$ cat src/rtl/mips_pkg.sv
// Shared encodings for the multicycle MIPS control unit: FSM states, opcodes,
// funct codes, ALU operation codes and the main-decoder-to-ALU-decoder aluop.
package mips_pkg;

  typedef enum logic [3:0] {
    S_FETCH   = 4'd0,
    S_DECODE  = 4'd1,
    S_MEMADR  = 4'd2,
    S_MEMRD   = 4'd3,
    S_MEMWB   = 4'd4,
    S_MEMWR   = 4'd5,
    S_RTYPEEX = 4'd6,
    S_RTYPEWB = 4'd7,
    S_BEQEX   = 4'd8,
    S_ADDIEX  = 4'd9,
    S_ADDIWB  = 4'd10,
    S_JEX     = 4'd11,
    S_BNEEX   = 4'd12
  } state_t;

  localparam logic [5:0] OP_LW    = 6'b100011;
  localparam logic [5:0] OP_SW    = 6'b101011;
  localparam logic [5:0] OP_RTYPE = 6'b000000;
  localparam logic [5:0] OP_BEQ   = 6'b000100;
  localparam logic [5:0] OP_BNE   = 6'b000101;
  localparam logic [5:0] OP_ADDI  = 6'b001000;
  localparam logic [5:0] OP_J     = 6'b000010;

  localparam logic [5:0] FUNCT_ADD = 6'b100000;
  localparam logic [5:0] FUNCT_SUB = 6'b100010;
  localparam logic [5:0] FUNCT_AND = 6'b100100;
  localparam logic [5:0] FUNCT_OR  = 6'b100101;
  localparam logic [5:0] FUNCT_SLT = 6'b101010;

  localparam logic [2:0] ALU_AND = 3'b000;
  localparam logic [2:0] ALU_OR  = 3'b001;
  localparam logic [2:0] ALU_ADD = 3'b010;
  localparam logic [2:0] ALU_SUB = 3'b110;
  localparam logic [2:0] ALU_SLT = 3'b111;

  localparam logic [1:0] ALUOP_ADD   = 2'b00;
  localparam logic [1:0] ALUOP_SUB   = 2'b01;
  localparam logic [1:0] ALUOP_FUNCT = 2'b10;

endpackage

$ cat src/rtl/alu_dec.sv
// ALU decoder: maps the main decoder's aluop and the R-type funct field to
// the 3-bit alucontrol; purely combinational.
module alu_dec
  import mips_pkg::*;
(
  input  logic [1:0] aluop,
  input  logic [5:0] funct,
  output logic [2:0] alucontrol
);

  always_comb begin
    alucontrol = ALU_ADD;
    case (aluop)
      ALUOP_SUB:   alucontrol = ALU_SUB;
      ALUOP_FUNCT: begin
        case (funct)
          FUNCT_ADD: alucontrol = ALU_ADD;
          FUNCT_SUB: alucontrol = ALU_SUB;
          FUNCT_AND: alucontrol = ALU_AND;
          FUNCT_OR:  alucontrol = ALU_OR;
          FUNCT_SLT: alucontrol = ALU_SLT;
          default:   alucontrol = ALU_ADD;
        endcase
      end
      default:     alucontrol = ALU_ADD;
    endcase
  end

endmodule

$ cat src/rtl/mc_ctrl.sv
// Multicycle MIPS control unit: Moore FSM sequencing fetch/decode/execute/
// memory/writeback. Define MC_CTRL_BNE_EN to add bne support (BNEEX state).
module mc_ctrl
  import mips_pkg::*;
(
  input  logic       clk,
  input  logic       reset,
  input  logic [5:0] op,
  input  logic [5:0] funct,
  input  logic       zero,
  output logic       pcen,
  output logic       irwrite,
  output logic       memwrite,
  output logic       regwrite,
  output logic       iord,
  output logic       alusrca,
  output logic [1:0] alusrcb,
  output logic       regdst,
  output logic       memtoreg,
  output logic [1:0] pcsrc,
  output logic [2:0] alucontrol,
  output logic       illegal_op,
  output logic [3:0] state_dbg
);

  state_t     state_q, state_d;
  logic       pcwrite, branch, branchne;
  logic [1:0] aluop;
  logic       op_known;

  always_ff @(posedge clk) begin
    if (reset) state_q <= S_FETCH;
    else       state_q <= state_d;
  end

  assign state_dbg = state_q;

  always_comb begin
    op_known = 1'b0;
    case (op)
      OP_LW, OP_SW, OP_RTYPE, OP_BEQ, OP_ADDI, OP_J: op_known = 1'b1;
`ifdef MC_CTRL_BNE_EN
      OP_BNE: op_known = 1'b1;
`endif
      default: op_known = 1'b0;
    endcase
  end

  always_comb begin
    state_d = S_FETCH;
    case (state_q)
      S_FETCH:  state_d = S_DECODE;
      S_DECODE: begin
        case (op)
          OP_LW, OP_SW: state_d = S_MEMADR;
          OP_RTYPE:     state_d = S_RTYPEEX;
          OP_BEQ:       state_d = S_BEQEX;
          OP_ADDI:      state_d = S_ADDIEX;
          OP_J:         state_d = S_JEX;
`ifdef MC_CTRL_BNE_EN
          OP_BNE:       state_d = S_BNEEX;
`endif
          default:      state_d = S_FETCH;
        endcase
      end
      S_MEMADR:  state_d = (op == OP_SW) ? S_MEMWR : S_MEMRD;
      S_MEMRD:   state_d = S_MEMWB;
      S_RTYPEEX: state_d = S_RTYPEWB;
      S_ADDIEX:  state_d = S_ADDIWB;
      default:   state_d = S_FETCH;
    endcase
  end

  always_comb begin
    pcwrite    = 1'b0;
    branch     = 1'b0;
    branchne   = 1'b0;
    irwrite    = 1'b0;
    memwrite   = 1'b0;
    regwrite   = 1'b0;
    iord       = 1'b0;
    alusrca    = 1'b0;
    alusrcb    = 2'b00;
    regdst     = 1'b0;
    memtoreg   = 1'b0;
    pcsrc      = 2'b00;
    aluop      = ALUOP_ADD;
    illegal_op = 1'b0;
    case (state_q)
      S_FETCH:   begin irwrite = 1'b1; pcwrite = 1'b1; alusrcb = 2'b01; end
      S_DECODE:  begin alusrcb = 2'b11; illegal_op = ~op_known; end
      S_MEMADR:  begin alusrca = 1'b1; alusrcb = 2'b10; end
      S_MEMRD:   iord = 1'b1;
      S_MEMWB:   begin regwrite = 1'b1; memtoreg = 1'b1; end
      S_MEMWR:   begin iord = 1'b1; memwrite = 1'b1; end
      S_RTYPEEX: begin alusrca = 1'b1; aluop = ALUOP_FUNCT; end
      S_RTYPEWB: begin regwrite = 1'b1; regdst = 1'b1; end
      S_BEQEX:   begin alusrca = 1'b1; aluop = ALUOP_SUB; pcsrc = 2'b01; branch = 1'b1; end
      S_ADDIEX:  begin alusrca = 1'b1; alusrcb = 2'b10; end
      S_ADDIWB:  regwrite = 1'b1;
      S_JEX:     begin pcwrite = 1'b1; pcsrc = 2'b10; end
`ifdef MC_CTRL_BNE_EN
      S_BNEEX:   begin alusrca = 1'b1; aluop = ALUOP_SUB; pcsrc = 2'b01; branchne = 1'b1; end
`endif
      default:   ;
    endcase
    // Reset overrides whatever state is held: no strobes, FETCH mux selects.
    if (reset) begin
      pcwrite    = 1'b0;
      branch     = 1'b0;
      branchne   = 1'b0;
      irwrite    = 1'b0;
      memwrite   = 1'b0;
      regwrite   = 1'b0;
      iord       = 1'b0;
      alusrca    = 1'b0;
      alusrcb    = 2'b01;
      regdst     = 1'b0;
      memtoreg   = 1'b0;
      pcsrc      = 2'b00;
      aluop      = ALUOP_ADD;
      illegal_op = 1'b0;
    end
  end

  assign pcen = pcwrite | (branch & zero) | (branchne & ~zero);

  alu_dec u_alu_dec (
    .aluop      (aluop),
    .funct      (funct),
    .alucontrol (alucontrol)
  );

endmodule
$ cat config.mk
export PLATFORM = sky130hd
export DESIGN_NAME = mc_ctrl
export DESIGN_NICKNAME = d
export VERILOG_FILES = /design/src/rtl/mips_pkg.sv /design/src/rtl/alu_dec.sv /design/src/rtl/mc_ctrl.sv
export SDC_FILE = /design/constraint.sdc
export NUM_CORES = 1
export LEC_CHECK = 0
export CORE_AREA = 2 2 50 52
export DETAILED_ROUTE_END_ITERATION = 6
export DIE_AREA = 0 0 52 54
export DONT_BUFFER_PORTS = 1
export PLACE_DENSITY = 0.45
export SLEW_MARGIN = 10
export SYNTH_ARGS = -nofsm -noshare
export SYNTH_HDL_FRONTEND = slang
export SYNTH_HIERARCHICAL = 1
export SYNTH_SLANG_ARGS = --single-unit
$ cat constraint.sdc
create_clock -name clk -period 3.9 [get_ports clk]
set_input_delay 1.17 -clock clk [delete_from_list [all_inputs] [get_ports clk]]
set_output_delay 1.17 -clock clk [all_outputs]
set_load 0.1 [all_outputs]
==> results <==
cells in the final DEF (no fill, tap or decap), types with 2 or more instances in the layout:
| cell type | count |
|---|---|
| sky130_fd_sc_hd__inv_1 | 5 |
| sky130_fd_sc_hd__nand4_1 | 2 |
| sky130_fd_sc_hd__and3_1 | 2 |
| sky130_fd_sc_hd__nor4b_1 | 3 |
| sky130_fd_sc_hd__dfxtp_2 | 4 |
| sky130_fd_sc_hd__a211oi_4 | 2 |
| sky130_fd_sc_hd__o21ai_0 | 4 |
| sky130_fd_sc_hd__clkbuf_4 | 3 |
| sky130_fd_sc_hd__nand2_1 | 7 |
| sky130_fd_sc_hd__buf_12 | 3 |
| sky130_fd_sc_hd__nor2b_1 | 3 |
| sky130_fd_sc_hd__buf_4 | 18 |
| sky130_fd_sc_hd__a21oi_2 | 2 |
| sky130_fd_sc_hd__ha_1 | 2 |
| sky130_fd_sc_hd__nor2_1 | 6 |
| sky130_fd_sc_hd__nor3_1 | 4 |
| sky130_fd_sc_hd__xor2_1 | 3 |
| sky130_fd_sc_hd__nor2_2 | 2 |
| sky130_fd_sc_hd__nand2b_1 | 2 |
| sky130_fd_sc_hd__nor3_4 | 2 |
| sky130_fd_sc_hd__nor4_4 | 2 |
worst paths after layout:
check | start | endpoint
setup / recovery | reset | alucontrol[0]
hold / removal | state_dbg[3] | state_dbg[3]
setup reg to reg | state_dbg[1] | state_dbg[2]
hold reg to reg | state_dbg[3] | state_dbg[3]
worst reg2reg max path, cell delays in order, from the launching register on:
cell and delay [ns]:
sky130_fd_sc_hd__dfxtp_2 0.57, sky130_fd_sc_hd__buf_4 0.39, sky130_fd_sc_hd__nor4b_1 0.28, sky130_fd_sc_hd__nand4_1 0.13, sky130_fd_sc_hd__a221oi_1 0.26
metal layers:
layer / part of all wire / routed length [µm]
met1: 0.43 / 807
met2: 0.50 / 943
met3: 0.074 / 140
met4: 0 / 0
met5: 0 / 0
cell families (layout without fill, tap and decap cells):
| logic type | count (synthesis) | after routing | synth area share |
|---|---|---|---|
| simple gates | 46 | 46 | 0.436 |
| compound gates | 22 | 22 | 0.247 |
| buf+inv | 13 | 29 | 0.100 |
| xor+xnor | 4 | 4 | 0.0541 |
| flops | 4 | 4 | 0.124 |
| fa+ha+maj | 2 | 2 | 0.0386 |
area by class of cell:
cell class / count / area, µm²
fillers: 233 / 1300
multi-input cells: 74 / 659
repair buffers: 21 / 195
flip-flops and latches: 4 / 85.1
well taps: 30 / 37.5
clock buffers: 3 / 22.5
inverters: 5 / 18.8
power groups by stage:
stage | Sequential (W) | Clock, W | Combinational [W]
detailed placement | 0.0000518 | 0 | 0.0000747
CTS | 0.0000513 | 0.0000544 | 0.0000749
global placement | 0.0000519 | 0 | 0.0000749
finish | 0.0000511 | 0.0000503 | 0.0000743
floorplan | 0.0000536 | 0 | 0.0000599
global route | 0.0000518 | 0.0000573 | 0.0000787
per-stage QoR:
step	utilization	instances	hold slack, ns
after global placement	0.429	134	0.688
after floorplan	-	91	0.908
final	0.439	137	0.682
after detailed placement	0.429	134	0.678
after CTS	0.439	137	0.688
after global routing	0.439	137	0.750
==> summary.md <==
The final number of hold-violating endpoints was 0; the cell depth of the worst flop-to-flop path was 4. Share of total power in the clock network: 0.286. The number of flops mapped to enable cells by yosys is 0, and the clock transition time at the flip-flop clock pins of the worst setup and hold paths is 0.03 ns. The number of antenna violations at the first check in global routing is 0, and the share of Yosys cell area claimed by the top area cell type is 0.124. In this run the worst path has a maximum fanout of 15.

The dominant cell by count in the synthesized netlist was sky130_fd_sc_hd__nor2_1. Setup repair after global routing left no endpoint under its margin. Max-cap violations in this run came to 0. The synthesized area per cell was 7.12 µm²; the I/O pin count was 35.

The standard-cell row count is 18. In the synthesized netlist, the number of instances is 91. The run gives 0.279 as the initial core utilization. The smallest clock period supported by the final layout is computed as 3.70 ns. The pre-antenna-repair detailed-routing pass consisted of 4 iterations. The kind of cell with the highest combined delay along the critical path is simple AND/OR/NAND/NOR gates. The worst-case clock skew came out at 0.00334 ns. The global routing met2 resource utilization came out at 0.232. Data on the critical path is required at its endpoint by 2.73 ns. The total of hold buffers inserted after clock tree synthesis was 0. The logs give 1020 µm² for the final instance area and 0 for the DRC violations left. The floorplan step defined a die boundary enclosing 2810 µm².

By area the synthesized netlist is led by sky130_fd_sc_hd__dfxtp_1 (12%), sky130_fd_sc_hd__nor3_1 (4.6%), sky130_fd_sc_hd__nor2_1 (4.6%), sky130_fd_sc_hd__nand2_1 (4.1%), sky130_fd_sc_hd__nor4b_1 (4.1%). In this run the tool buffered the top-level ports with 0 buffer cells. The global-route met1 utilization was 0.190; the fraction of registers with async set or reset after synthesis was 0. Compared with the post-synthesis result, the final layout area differs by 57.1%. The cell with the largest stage delay on the worst path is sky130_fd_sc_hd__ha_1. Timing would allow up to 270 MHz. The antenna diode count was 0; the depth of the critical timing path with buffers and inverters included was 6. In this run the most used layer during global routing was met2.

Setup slack on the critical path of the routed design comes to 0.202 ns. The internal power summed over all cells was 0.0000992 W. Register bit total from synthesis: 4. The maximum single-stage delay on the critical path was 0.37 ns; the half-perimeter wire length after detailed placement was 1490 µm. The transition time at the pin with the least slew margin was 0.507 ns.

In this run the worst hold path is classified as reg -> reg. Prior to clock tree synthesis, the placed netlist has a worst setup slack of 0.172 ns. Once the clock tree was built, the resizer swapped 0 gates to a different size. Detailed-route via count: 746. By count the netlist is led by sky130_fd_sc_hd__nor2_1 (8), sky130_fd_sc_hd__nand2_1 (7), sky130_fd_sc_hd__nor3_1 (6). After detailed routing, the number of vias per cell comes to 5.45.

The deepest level of the CTS H-tree is 1. Setup violations remaining at the end of the flow were counted as 0. The register with the most flip-flops in the layout has 4 of them. The root buffer cell chosen for the clock tree is sky130_fd_sc_hd__clkbuf_4. Once the clock tree was built, the setup fixing pass inserted 0 buffers.

The signal on the critical path passes through nor4_2 -> inv_1 -> ha_1 -> nand4bb_4 -> a21oi_4 -> buf_12. For the via count of the first global-routing pass, the log shows 678. The tools report the part of the Yosys area used for sequential elements as 0.124. TritonCTS built the clock tree.

Final number of max-transition violations: 0. Cell accounting for the most synthesized area: sky130_fd_sc_hd__dfxtp_1. The portion of total power attributed to sequential cells is 0.291, and the number of unique standard cell types used by synthesis is 40. Summing internal, switching and leakage power gives 0.000176 W.

From bottom edge to top edge, the die measures 54 µm. The worst setup path is of the in -> out kind. The net switching share of the total power was 0.436. The tools report the global routing met3 resource utilization as 0.0361. The clock latency reported for the late side of the worst-skew pair came out at 0.23 ns. The logs give 0.423 for the part of the total power dissipated in combinational logic and 3080 µm for the global-route wire length before repair. After the first detailed-routing iteration, the DRC count stood at 14.

The category of the worst setup path launch point is an input port. The worst reg-to-reg setup slack was 2.15 ns; the number of instances on the worst hold path was 2. The total power per unit cell area works out to 173 nW/µm².

Among all flip-flop cells after synthesis, the most frequent one is sky130_fd_sc_hd__dfxtp_1. For the number of buffers between clock root and the deepest sink, the log shows 2. The average wire per cell in the routed design was 13.8 µm.

The data arrival time at the worst-slack endpoint was 2.53 ns; the number of CTS-inserted buffers was 3. The tools report the detailed-route wire length as 1890 µm. Number of nets produced by synthesis: 108. The analysis attributes to cell leakage a power of 0.350 nW.

The share of cells above drive strength 1 works out to 0.439. The total global routing track utilization was 0.144; the final weighted congestion of routability-driven global placement was 0.782. The worst setup path is captured at a primary output. The fraction of the cycle the final worst path needs is 0.948, and the TritonCTS sink count is 4. The logs give 6 for the count of yosys warnings during synthesis and 142 µV for the maximum vdd ir drop. The floorplan step defined a core boundary enclosing 2320 µm². The flow ran to the end, and the final reports show no timing, DRC or antenna violations.

For the relative slew slack, the log shows 0.657. In this run the power spent charging and discharging nets is 0.0000765 W. From left edge to right edge, the die measures 52 µm. For the number of nets with antenna violations after detailed routing, the log shows 0. The cell area that synthesis handed to floorplanning was 648 µm². The logs give 0 for the residual overflow from global routing and 126 for the net count of the finished layout. Setup TNS: 0 ns.

The buffer and inverter count on the worst path is 2. In this run the cell area measured after placement is 996 µm². For the pin count of the biggest net entering global routing, the log shows 20.
Power figures use the tool's default switching activity.
